## config.mk

```make
export PLATFORM = sky130hd
export DESIGN_NAME = alu_writeback
export DESIGN_NICKNAME = d
export VERILOG_FILES = /design/src/rtl/wb_pkg.sv /design/src/rtl/wb_regfile.sv /design/src/rtl/alu_writeback.sv
export SDC_FILE = /design/constraint.sdc
export NUM_CORES = 1
export LEC_CHECK = 0
export ABC_AREA = 1
export CAP_MARGIN = 20
export CORE_ASPECT_RATIO = 0.8
export CORE_MARGIN = 5
export CORE_UTILIZATION = 40
export DETAILED_ROUTE_END_ITERATION = 16
export PLACE_DENSITY_LB_ADDON = 0.05
export RECOVER_POWER = 50
export SYNTH_ARGS = -nofsm -noshare
export SYNTH_HDL_FRONTEND = slang
export SYNTH_HIERARCHICAL = 1
export SYNTH_SLANG_ARGS = --single-unit
```

## constraint.sdc

```tcl
create_clock -name clk -period 7.4 [get_ports clk]
set_clock_uncertainty 0.05 [all_clocks]
set_input_delay 1.48 -clock clk [delete_from_list [all_inputs] [get_ports clk]]
set_output_delay 1.48 -clock clk [all_outputs]
set_load 0.05 [all_outputs]
```

## src/rtl/wb_pkg.sv

```systemverilog
// Shared definitions for the ALU writeback stage.
//   - Opcode encodings produced by the master ALU (1100..1111 belong to
//     the memory unit and never write here).
//   - Bit positions inside the packed {N,Z,C,V} flag nibble.
//   - Decoders that turn an opcode into register / flag write intent.
package wb_pkg;

  localparam logic [3:0] OP_ADD      = 4'b0000;
  localparam logic [3:0] OP_SUB      = 4'b0001;
  localparam logic [3:0] OP_AND      = 4'b0010;
  localparam logic [3:0] OP_OR       = 4'b0011;
  localparam logic [3:0] OP_XOR      = 4'b0100;
  localparam logic [3:0] OP_SHF      = 4'b0101;
  localparam logic [3:0] OP_MOV      = 4'b0110;
  localparam logic [3:0] OP_MOVN     = 4'b0111;
  localparam logic [3:0] OP_ADC      = 4'b1000;
  localparam logic [3:0] OP_SBC      = 4'b1001;
  localparam logic [3:0] OP_RSB      = 4'b1010;
  localparam logic [3:0] OP_CMP      = 4'b1011;
  localparam logic [3:0] OP_MEM_BASE = 4'b1100;

  localparam int unsigned FLAG_N = 3;
  localparam int unsigned FLAG_Z = 2;
  localparam int unsigned FLAG_C = 1;
  localparam int unsigned FLAG_V = 0;

  // Everything up to RSB produces a register result; CMP and memory ops do not.
  function automatic logic is_reg_write(input logic [3:0] op);
    return (op <= OP_RSB);
  endfunction

  // MOV/MOVN leave flags alone; CMP updates only flags; memory ops neither.
  function automatic logic is_flag_write(input logic [3:0] op);
    return (op <= OP_SHF) || ((op >= OP_ADC) && (op <= OP_CMP));
  endfunction

endpackage

```

## src/rtl/wb_regfile.sv

```systemverilog
// Register file for the writeback stage.
//   clk, reset        : clock, synchronous active-high reset (clears all regs)
//   we, waddr, wdata  : single synchronous write port
//   raddr1/rdata1,
//   raddr2/rdata2     : two asynchronous read ports (old value on same-cycle write)
module wb_regfile #(
  parameter int unsigned NUM_REGS = 16,
  parameter int unsigned DATA_W   = 32,
  parameter int unsigned AW       = $clog2(NUM_REGS)
) (
  input  logic              clk,
  input  logic              reset,
  input  logic              we,
  input  logic [AW-1:0]     waddr,
  input  logic [DATA_W-1:0] wdata,
  input  logic [AW-1:0]     raddr1,
  output logic [DATA_W-1:0] rdata1,
  input  logic [AW-1:0]     raddr2,
  output logic [DATA_W-1:0] rdata2
);

  logic [DATA_W-1:0] regs [NUM_REGS];

  always_ff @(posedge clk) begin
    if (reset) begin
      for (int unsigned i = 0; i < NUM_REGS; i++) begin
        regs[i] <= '0;
      end
    end else if (we) begin
      regs[waddr] <= wdata;
    end
  end

  assign rdata1 = regs[raddr1];
  assign rdata2 = regs[raddr2];

endmodule

```

## src/rtl/alu_writeback.sv

```systemverilog
// ALU writeback stage: one pipeline register between the combinational ALU
// and the architectural register file / flag register.
//   clk, reset            : clock, synchronous active-high reset
//   in_valid/in_ready     : ALU result handshake (in_ready = ~hold)
//   in_opcode, in_exec    : instruction opcode, condition-passed
//   in_rd, in_result,
//   in_new_flag           : destination, result, {N,Z,C,V}
//   hold, flush           : downstream stall, kill pending + incoming entry
//   rs1/rs2_addr/_data    : operand read ports feeding the ALU
//   flag_out              : flags feeding the ALU
//   commit_pulse          : one cycle high per committed (or bubble) entry
// Build option: define WB_BYPASS_EN to forward the pending entry's result
// and flags onto the read ports.
module alu_writeback
  import wb_pkg::*;
#(
  parameter int unsigned NUM_REGS = 16,
  parameter int unsigned DATA_W   = 32
) (
  input  logic                        clk,
  input  logic                        reset,
  input  logic                        in_valid,
  output logic                        in_ready,
  input  logic [3:0]                  in_opcode,
  input  logic                        in_exec,
  input  logic [$clog2(NUM_REGS)-1:0] in_rd,
  input  logic [DATA_W-1:0]           in_result,
  input  logic [3:0]                  in_new_flag,
  input  logic                        hold,
  input  logic                        flush,
  input  logic [$clog2(NUM_REGS)-1:0] rs1_addr,
  input  logic [$clog2(NUM_REGS)-1:0] rs2_addr,
  output logic [DATA_W-1:0]           rs1_data,
  output logic [DATA_W-1:0]           rs2_data,
  output logic [3:0]                  flag_out,
  output logic                        commit_pulse
);

  localparam int unsigned AW = $clog2(NUM_REGS);

  logic              p_valid;
  logic              p_reg_we;
  logic              p_flag_we;
  logic [AW-1:0]     p_rd;
  logic [DATA_W-1:0] p_result;
  logic [3:0]        p_new_flag;
  logic [3:0]        flags;

  logic              accept;
  logic              commit;
  logic [DATA_W-1:0] rf_rdata1;
  logic [DATA_W-1:0] rf_rdata2;

  assign in_ready = ~hold;
  assign accept   = in_valid & ~hold & ~flush;
  assign commit   = p_valid  & ~hold & ~flush;

  // Write intent is decoded at accept time so the commit edge only needs
  // the two stored enables; opcode and exec are not kept past this point.
  always_ff @(posedge clk) begin
    if (reset) begin
      p_valid      <= 1'b0;
      p_reg_we     <= 1'b0;
      p_flag_we    <= 1'b0;
      p_rd         <= '0;
      p_result     <= '0;
      p_new_flag   <= '0;
      commit_pulse <= 1'b0;
    end else begin
      commit_pulse <= commit;
      if (flush) begin
        p_valid <= 1'b0;
      end else if (!hold) begin
        p_valid <= in_valid;
        if (in_valid) begin
          p_reg_we   <= in_exec & is_reg_write(in_opcode);
          p_flag_we  <= in_exec & is_flag_write(in_opcode);
          p_rd       <= in_rd;
          p_result   <= in_result;
          p_new_flag <= in_new_flag;
        end
      end
    end
  end

  always_ff @(posedge clk) begin
    if (reset) begin
      flags <= '0;
    end else if (commit && p_flag_we) begin
      flags <= p_new_flag;
    end
  end

  wb_regfile #(
    .NUM_REGS (NUM_REGS),
    .DATA_W   (DATA_W)
  ) u_regfile (
    .clk    (clk),
    .reset  (reset),
    .we     (commit & p_reg_we),
    .waddr  (p_rd),
    .wdata  (p_result),
    .raddr1 (rs1_addr),
    .rdata1 (rf_rdata1),
    .raddr2 (rs2_addr),
    .rdata2 (rf_rdata2)
  );

`ifdef WB_BYPASS_EN
  // Forwarding is keyed on the pending entry alone, so it also applies
  // while hold is asserted.
  always_comb begin
    rs1_data = rf_rdata1;
    rs2_data = rf_rdata2;
    flag_out = flags;
    if (p_valid && p_reg_we && (p_rd == rs1_addr)) rs1_data = p_result;
    if (p_valid && p_reg_we && (p_rd == rs2_addr)) rs2_data = p_result;
    if (p_valid && p_flag_we)                      flag_out = p_new_flag;
  end
`else
  assign rs1_data = rf_rdata1;
  assign rs2_data = rf_rdata2;
  assign flag_out = flags;
`endif

endmodule

```

==> metrics.md, run 1 <==
| Metric | Value |
|---|---|
| Setup violators final | `0` |
| CTS H-tree lvls | `3` |
| Die height | `about 260 microns` |
| Syn nets | `4,181` |
| P_leak | `15.12 nW` |
| Launch point of the worst reg-to-reg path | `p_valid` |
| Worst-path cell chain | `dlygate4sd3_1 -> inv_1 -> nand2_1 -> nor2_1 -> nand2_2 -> clkbuf_1 -> nand2_2 -> buf_4` |
| CTS resizes | `0` |
| DRC viols | `0` |
| Outcome | `complete, but fails checks` |
| Reg clk slew, reported paths | `roughly 0.060 ns` |
| CTS Buf Count | `66` |
| Die width | `322.0 microns` |
| Routed WL | `approximately 120,000 microns` |
| Total grt overflow | `0` |
| Layout Utilization | `0.4541` |
| Die area | `~0.084 sq mm` |
| Power Density | `around 230 mW/mm^2` |
| Share of layout cells above drive strength 1 | `0.04577` |
| HP Start | `p_reg_we` |
| Worst setup path category | `input pin to flop` |
| TritonCTS clock tree | `yes` |
| Slew at the pin with the worst max-slew slack | `between 3 and 4 ns` |
| Post-CTS Setup Bufs | `0` |
| First-pass GRT wire length | `roughly 180,000 microns` |
| Crit path max fanout | `33` |
| CP Launch Type | `input pin` |
| Critical path endpoint category | `flop` |
| RD Place Congestion | `about 0.81` |
| Sw Share | `0.2839` |
| Synth Cell Area | `roughly 0.031 sq mm` |
| Register bit total from synthesis | `560` |
| Post-synthesis adder-cell area fraction | `0` |
| Hold Vio Cnt, Final | `0` |
| Simple-Gate Fraction of Synth Area | `0.3569` |
| Power, Total | `slightly below 8 mW` |
| Fin nets | `4,142` |
| Worst Path Arrival | `about 6.5 ns` |
| Violated checks | `max-capacitance violations, max-slew violations` |
| Antenna cell count | `0` |
| Tcrit/Tclk final | `0.8554` |
| Synthesized area per cell | `between 7 and 8 sq um` |
| RSZ-0062 raised after global routing | `no` |
| Yosys warns | `6` |
| Int Pwr | `roughly 5.7 mW` |
| Hold WS | `between 0.4 and 0.5 ns` |
| DPL Wire Length | `between 60,000 and 70,000 microns` |
| Vias in the first global route | `between 20,000 and 30,000` |
| Sequential cell area | `around 0.016 sq mm` |
| Avg WL per Cell | `24.25 microns` |
| Worst Hold Class | `flop to flop` |
| Reg power frac | `0.453` |
| Synth Area in XOR/XNOR | `0` |
| Max-cap violation count | `13` |
| GRT Total Usage | `0.2893` |
| Minimum clock period | `between 6 and 7 ns` |
| Slew headroom | `-1.407` |
| Vias post-DR | `~28,000` |
| Clock Root Buffer | `clkbuf_16` |
| Hold path depth | `2` |
| Mux contribution to synthesized area | `0` |
| Mapped Cells | `4,123` |
| Sequential fraction of the synthesis area | `0.5243` |
| Fmax | `approximately 160 MHz` |
| CORE AREA | `around 0.077 sq mm` |
| Synth Area in Compound Gates | `0.007068` |
| Setup_tns | `0 ns` |
| Multi-input combinational cell area | `between 0.01 and 0.015 sq mm` |
| I/O pin cnt | `~130` |
| Row Count | `91` |
| TritonRoute pass-1 iters | `6` |
| Design area | `0.03506 sq mm` |
| Clk sinks | `560` |
| R2R depth | `8` |
| Clock share of power | `0.399` |
| Worst Setup SP | `reset` |
| # port buffers | `between 100 and 150` |
| Largest net degree at the start of global routing | `about 140` |
| DRT iter0 DRCs | `between 3,000 and 4,000` |
| Logic pwr share | `0.148` |
| Main combinational cell family by area after synthesis | `simple AND/OR/NAND/NOR gates` |
| Cell mode on critical path | `nand2_2` |
| Antenna violations before repair | `0` |
| Clock tree buffer depth | `3` |
| Crit-path slowest cell | `clkbuf_1` |
| Synth cell types | `22` |
| # hold bufs at CTS | `0` |
| Placed cell area | `between 0.03 and 0.04 sq mm` |
| DRT antenna net count | `0` |
| Initial Util | `0.4036` |
| Final Max Tran Viols | `between 400 and 500` |
| P&R area growth vs syn | `12.53%` |
| Required @ worst endpoint | `between 7 and 8 ns` |
| Fill count | `7,786` |
| Clk_lat worst skew | `~0.6 ns` |
| Max IR drop VDD | `about 170 uV` |
| Crit-path max cell delay | `between 2 and 2.5 ns` |
| Via density | `between 5 and 6` |
| NetSw | `around 2.2 mW` |
==> power by group through the flow <==
| stage | Combinational (mW) | Sequential (mW) | Clock, mW |
|---|---|---|---|
| 3_5_place_dp | 1.16 | 3.66 | 0 |
| 6_report | 1.17 | 3.59 | 3.16 |
| 5_1_grt | 1.25 | 3.60 | 3.34 |
| 4_1_cts | 1.16 | 3.59 | 3.22 |
| 3_3_place_gp | 1.16 | 3.65 | 0 |
| 2_1_floorplan | 0.727 | 3.64 | 0 |
==> cell usage after synthesis (all sizes together) <==
| library cell | n | area share |
|---|---|---|
| clkbuf | 139 | 0.017 |
| o21ai | 41 | 0.0066 |
| nor3 | 2 | 0.00064 |
| inv | 568 | 0.069 |
| bufbuf | 1 | 0.00060 |
| nor2 | 608 | 0.074 |
| nand3 | 900 | 0.14 |
| nand2 | 1137 | 0.14 |
| buf | 163 | 0.026 |
| dfxtp | 48 | 0.031 |
| edfxtp | 512 | 0.49 |
| a21oi | 3 | 0.00048 |
| nor3b | 1 | 0.00040 |
==> final timing paths <==
check,slack [ns],endpoint
min,0.41,p_reg_we
min reg2reg,0.41,p_reg_we
max,1.07,u_regfile/regs[5][8]
max reg2reg,2.73,u_regfile/regs[5][8]
==> logic make-up after synthesis <==
family	count (synthesis)
DFF	560
and+or+nand+nor	2648
buffers and inverters	871
AOI/OAI and AO/OA	44
==> layout make-up <==
| cell class | count | share of cell area |
|---|---|---|
| clock buffer | 94 | 0.05432 |
| inverter | 568 | 0.06167 |
| tap | 1023 | 0.03651 |
| clock inverter | 19 | 0.003283 |
| sequential | 560 | 0.4660 |
| multi-input combinational | 2692 | 0.3244 |
| timing repair buffer | 196 | 0.05382 |
==> critical path, delay by kind of cell <==
family	cells	cell delay, ns
buffers and inverters	4	4.11
AND/OR/NAND/NOR	4	0.88
==> per-stage QoR <==
step | cells | setup WS (ns)
3_3_place_gp | 5038 | 1.528
6_report | 5152 | 1.070
2_1_floorplan | 4123 | 3.259
3_5_place_dp | 5038 | 1.509
4_1_cts | 5151 | 1.506
5_1_grt | 5152 | 1.073
==> per-layer routing <==
layer  vias to the layer above  wire (microns)  GRT usage  share of wire
li1                      12960               -          -              -
met1                     13430           55120     0.4202           0.44
met4                         0            3328    0.08104          0.027
met3                       197           13870    0.07835           0.11
met2                      1523           52630     0.4263           0.42
met5                         -               0          0              0
==> sequential cells by signal, summed over array words and instances, names as in the netlist <==
signal and count:
u_regfile/regs 512, p_result 32, flag_out 4, p_new_flag 4, p_rd 4, commit_pulse 1
p_flag_we 1, p_reg_we 1, p_valid 1
==> cells in the final DEF, fill, tap and decap left out, types with 10 or more instances in the layout <==
master           instances
nand2_1               1106
nand3_1                900
nor2_1                 608
inv_1                  559
edfxtp_1               512
clkdlybuf4s50_1        111
clkbuf_16               72
dfxtp_1                 48
buf_4                   48
o21ai_0                 35
clkbuf_1                32
nand2_2                 30
buf_12                  10
(Power assumes the default switching activity.)
==> inputs of run 2 (changes only) <==
--- a/config.mk
+++ b/config.mk
@@ -9,7 +9,7 @@
 export CAP_MARGIN = 20
 export CORE_ASPECT_RATIO = 0.8
 export CORE_MARGIN = 5
-export CORE_UTILIZATION = 40
+export CORE_UTILIZATION = 30
 export DETAILED_ROUTE_END_ITERATION = 16
 export PLACE_DENSITY_LB_ADDON = 0.05
 export RECOVER_POWER = 50
==> run 2 against run 1 <==
The flow still finishes with violations (max-capacitance violations, max-slew violations). Clock power increased by 3%. Sequential power hardly changed. First-iteration DRC count down 13%. Final area up 1.3%. Global-route usage fell by 4.5 points. Fmax increased by 8.5%. Critical path depth down 1. Wire length increased by 10%. Critical endpoint is now rs1_data[31]. Largest cell class unchanged.
==> metrics.md, run 2 (same netlist as run 1, synthesis figures left out) <==
| Metric | Value |
|---|---|
| Outcome | `complete, but fails checks` |
| Violated checks | `max-capacitance violations, max-slew violations` |
| Sequential cell area | `0.01634 sq mm` |
| Fmax | `approximately 170 MHz` |
| Max IR drop VDD | `145.1 uV` |
| CTS resizes | `0` |
| Post-CTS Setup Bufs | `0` |
| Met2 Use GR | `0.3691` |
| CORE AREA | `slightly above 0.1 sq mm` |
| Power Density | `roughly 230 mW/mm^2` |
| Biggest regs | `u_regfile/regs (512), p_result (32)` |
| Crit-path max cell delay | `between 0.8 and 0.9 ns` |
| First-pass GRT wire length | `196,500 microns` |
| Hold path depth | `2` |
| I/O pin cnt | `128` |
| Critical path endpoint category | `primary output` |
| Required @ worst endpoint | `approximately 6 ns` |
| Worst setup path category | `input pin to primary output` |
| Fin nets | `4,145` |
| CP bufs+invs | `3` |
| RSZ-0062 raised after global routing | `no` |
| Slew at the pin with the worst max-slew slack | `~3.8 ns` |
| Clock Root Buffer | `clkbuf_16` |
| Initial Util | `0.3029` |
| R2R depth | `7` |
| # port buffers | `127` |
| Die area | `~0.11 sq mm` |
| Minimum clock period | `5.834 ns` |
| Design area | `between 0.03 and 0.04 sq mm` |
| Most frequent cells in the layout | `1,106 x nand2_1, 900 x nand3_1, 608 x nor2_1, 559 x inv_1, 512 x edfxtp_1` |
| Die width | `about 370 microns` |
| Global Route met1 Usage | `0.3581` |
| NetSw | `roughly 2.4 mW` |
| Commonest non-fill, non-tap cell in the layout | `nand2_1` |
| Reg power frac | `0.448` |
| DRT antenna net count | `0` |
| Stages on the worst setup path | `7` |
| Tcrit/Tclk final | `0.7884` |
| Placed cell area | `0.03354 sq mm` |
| Clock share of power | `0.404` |
| Final Max Tran Viols | `about 280` |
| CP Launch Type | `input pin` |
| Via density | `between 5 and 6` |
| Vias in the first global route | `26,560` |
| Antenna violations before repair | `1` |
| Fill count | `between 10,000 and 15,000` |
| CTS Buf Count | `between 60 and 70` |
| Hold Vio Cnt, Final | `0` |
| Die height | `~300 microns` |
| Crit-path slowest cell | `clkdlybuf4s50_1` |
| Met3 Usage GRT | `0.05187` |
| Clk_lat worst skew | `between 0.6 and 0.7 ns` |
| Vias post-DR | `27,900` |
| Cell mode on critical path | `nand3_1` |
| DRT iter0 DRCs | `~2,800` |
| P_leak | `roughly 15 nW` |
| Sw Share | `0.2945` |
| Slew headroom | `-1.527` |
| Largest net degree at the start of global routing | `181` |
| Logic pwr share | `0.148` |
| Clk sinks | `560` |
| CTS H-tree lvls | `3` |
| DRC viols | `0` |
| P&R area growth vs syn | `14.01%` |
| Max-cap violation count | `8` |
| Avg WL per Cell | `24.84 microns` |
| Total grt overflow | `0` |
| Worst Path Arrival | `between 4 and 5 ns` |
| Row Count | `roughly 110` |
| Reg clk slew, reported paths | `roughly 0.06 ns` |
| Clock tree buffer depth | `3` |
| # hold bufs at CTS | `0` |
| DPL Wire Length | `between 70,000 and 80,000 microns` |
| Int Pwr | `5.659 mW` |
| Worst-path cell chain | `buf_6 -> buf_4 -> nand3_1 -> nand3_1 -> nand3_1 -> nand2_1 -> clkdlybuf4s50_1` |
| Share of layout cells above drive strength 1 | `0.04760` |
| Setup violators final | `0` |
| TritonRoute pass-1 iters | `6` |
| GRT Total Usage | `0.2440` |
| Top reg by flops | `u_regfile/regs` |
| Max reg flops | `between 500 and 600` |
| Multi-input combinational cell area | `between 0.01 and 0.015 sq mm` |
| Routed WL | `137,400 microns` |
| Top Family by Delay on Critical Path | `buffers and inverters` |
| Crit path max fanout | `60` |
| Setup_tns | `0 ns` |
| Worst Hold Class | `flop to flop` |
| RD Place Congestion | `a little under 0.8` |
| Busiest grt layer | `met2` |
| TritonCTS clock tree | `yes` |
==> run 2: layer usage <==
metal | share of wire | up-vias
met4 | 0.022 | 0
met2 | 0.43 | 1212
li1 | - | 12980
met3 | 0.082 | 177
met1 | 0.47 | 13540
met5 | 0 | -
==> run 2: worst paths after layout <==
path / startpoint / end / slack (ns)
setup / recovery: rs1_addr[1] / rs1_data[31] / 1.57
hold / removal: p_reg_we / p_reg_we / 0.42
setup reg to reg: p_valid / u_regfile/regs[13][12] / 3.26
hold reg to reg: p_reg_we / p_reg_we / 0.42
==> run 2: worst register-to-register path: cells and delay by family (launching register included) <==
kind,cells,cell delay (ns)
buf+inv,1,2.66
simple gates,6,0.72
flops,1,0.31
==> run 2: power by group through the flow <==
stage / registers (mW) / logic (mW) / clock network [mW]
3_5_place_dp: 3.66 / 1.19 / 0
2_1_floorplan: 3.64 / 0.727 / 0
4_1_cts: 3.59 / 1.19 / 3.34
6_report: 3.59 / 1.19 / 3.24
3_3_place_gp: 3.66 / 1.19 / 0
5_1_grt: 3.60 / 1.28 / 3.46
==> run 2: area by class of cell <==
| class | count | area share |
|---|---|---|
| sequential | 560 | 0.4599 |
| timing repair buffer | 196 | 0.05224 |
| antenna | 2 | 0.0001409 |
| clock buffer | 93 | 0.05263 |
| inverter | 568 | 0.06094 |
| multi-input combinational | 2692 | 0.3202 |
| clock inverter | 30 | 0.004931 |
| tap | 1391 | 0.04900 |
==> run 2: per-stage QoR <==
| step | power [mW] | cells | hold slack (ns) | utilization | setup WS, ns |
|---|---|---|---|---|---|
| floorplan | 4.366 | 4123 | 0.3876 | - | 3.259 |
| finish | 8.022 | 5532 | 0.4151 | 0.3453 | 1.566 |
| global route | 8.342 | 5530 | 0.4357 | 0.3453 | 1.426 |
| global placement | 4.849 | 5406 | 0.4061 | 0.3258 | 1.588 |
| CTS | 8.119 | 5530 | 0.4174 | 0.3459 | 1.617 |
| detailed placement | 4.844 | 5407 | 0.4095 | 0.3261 | 1.617 |
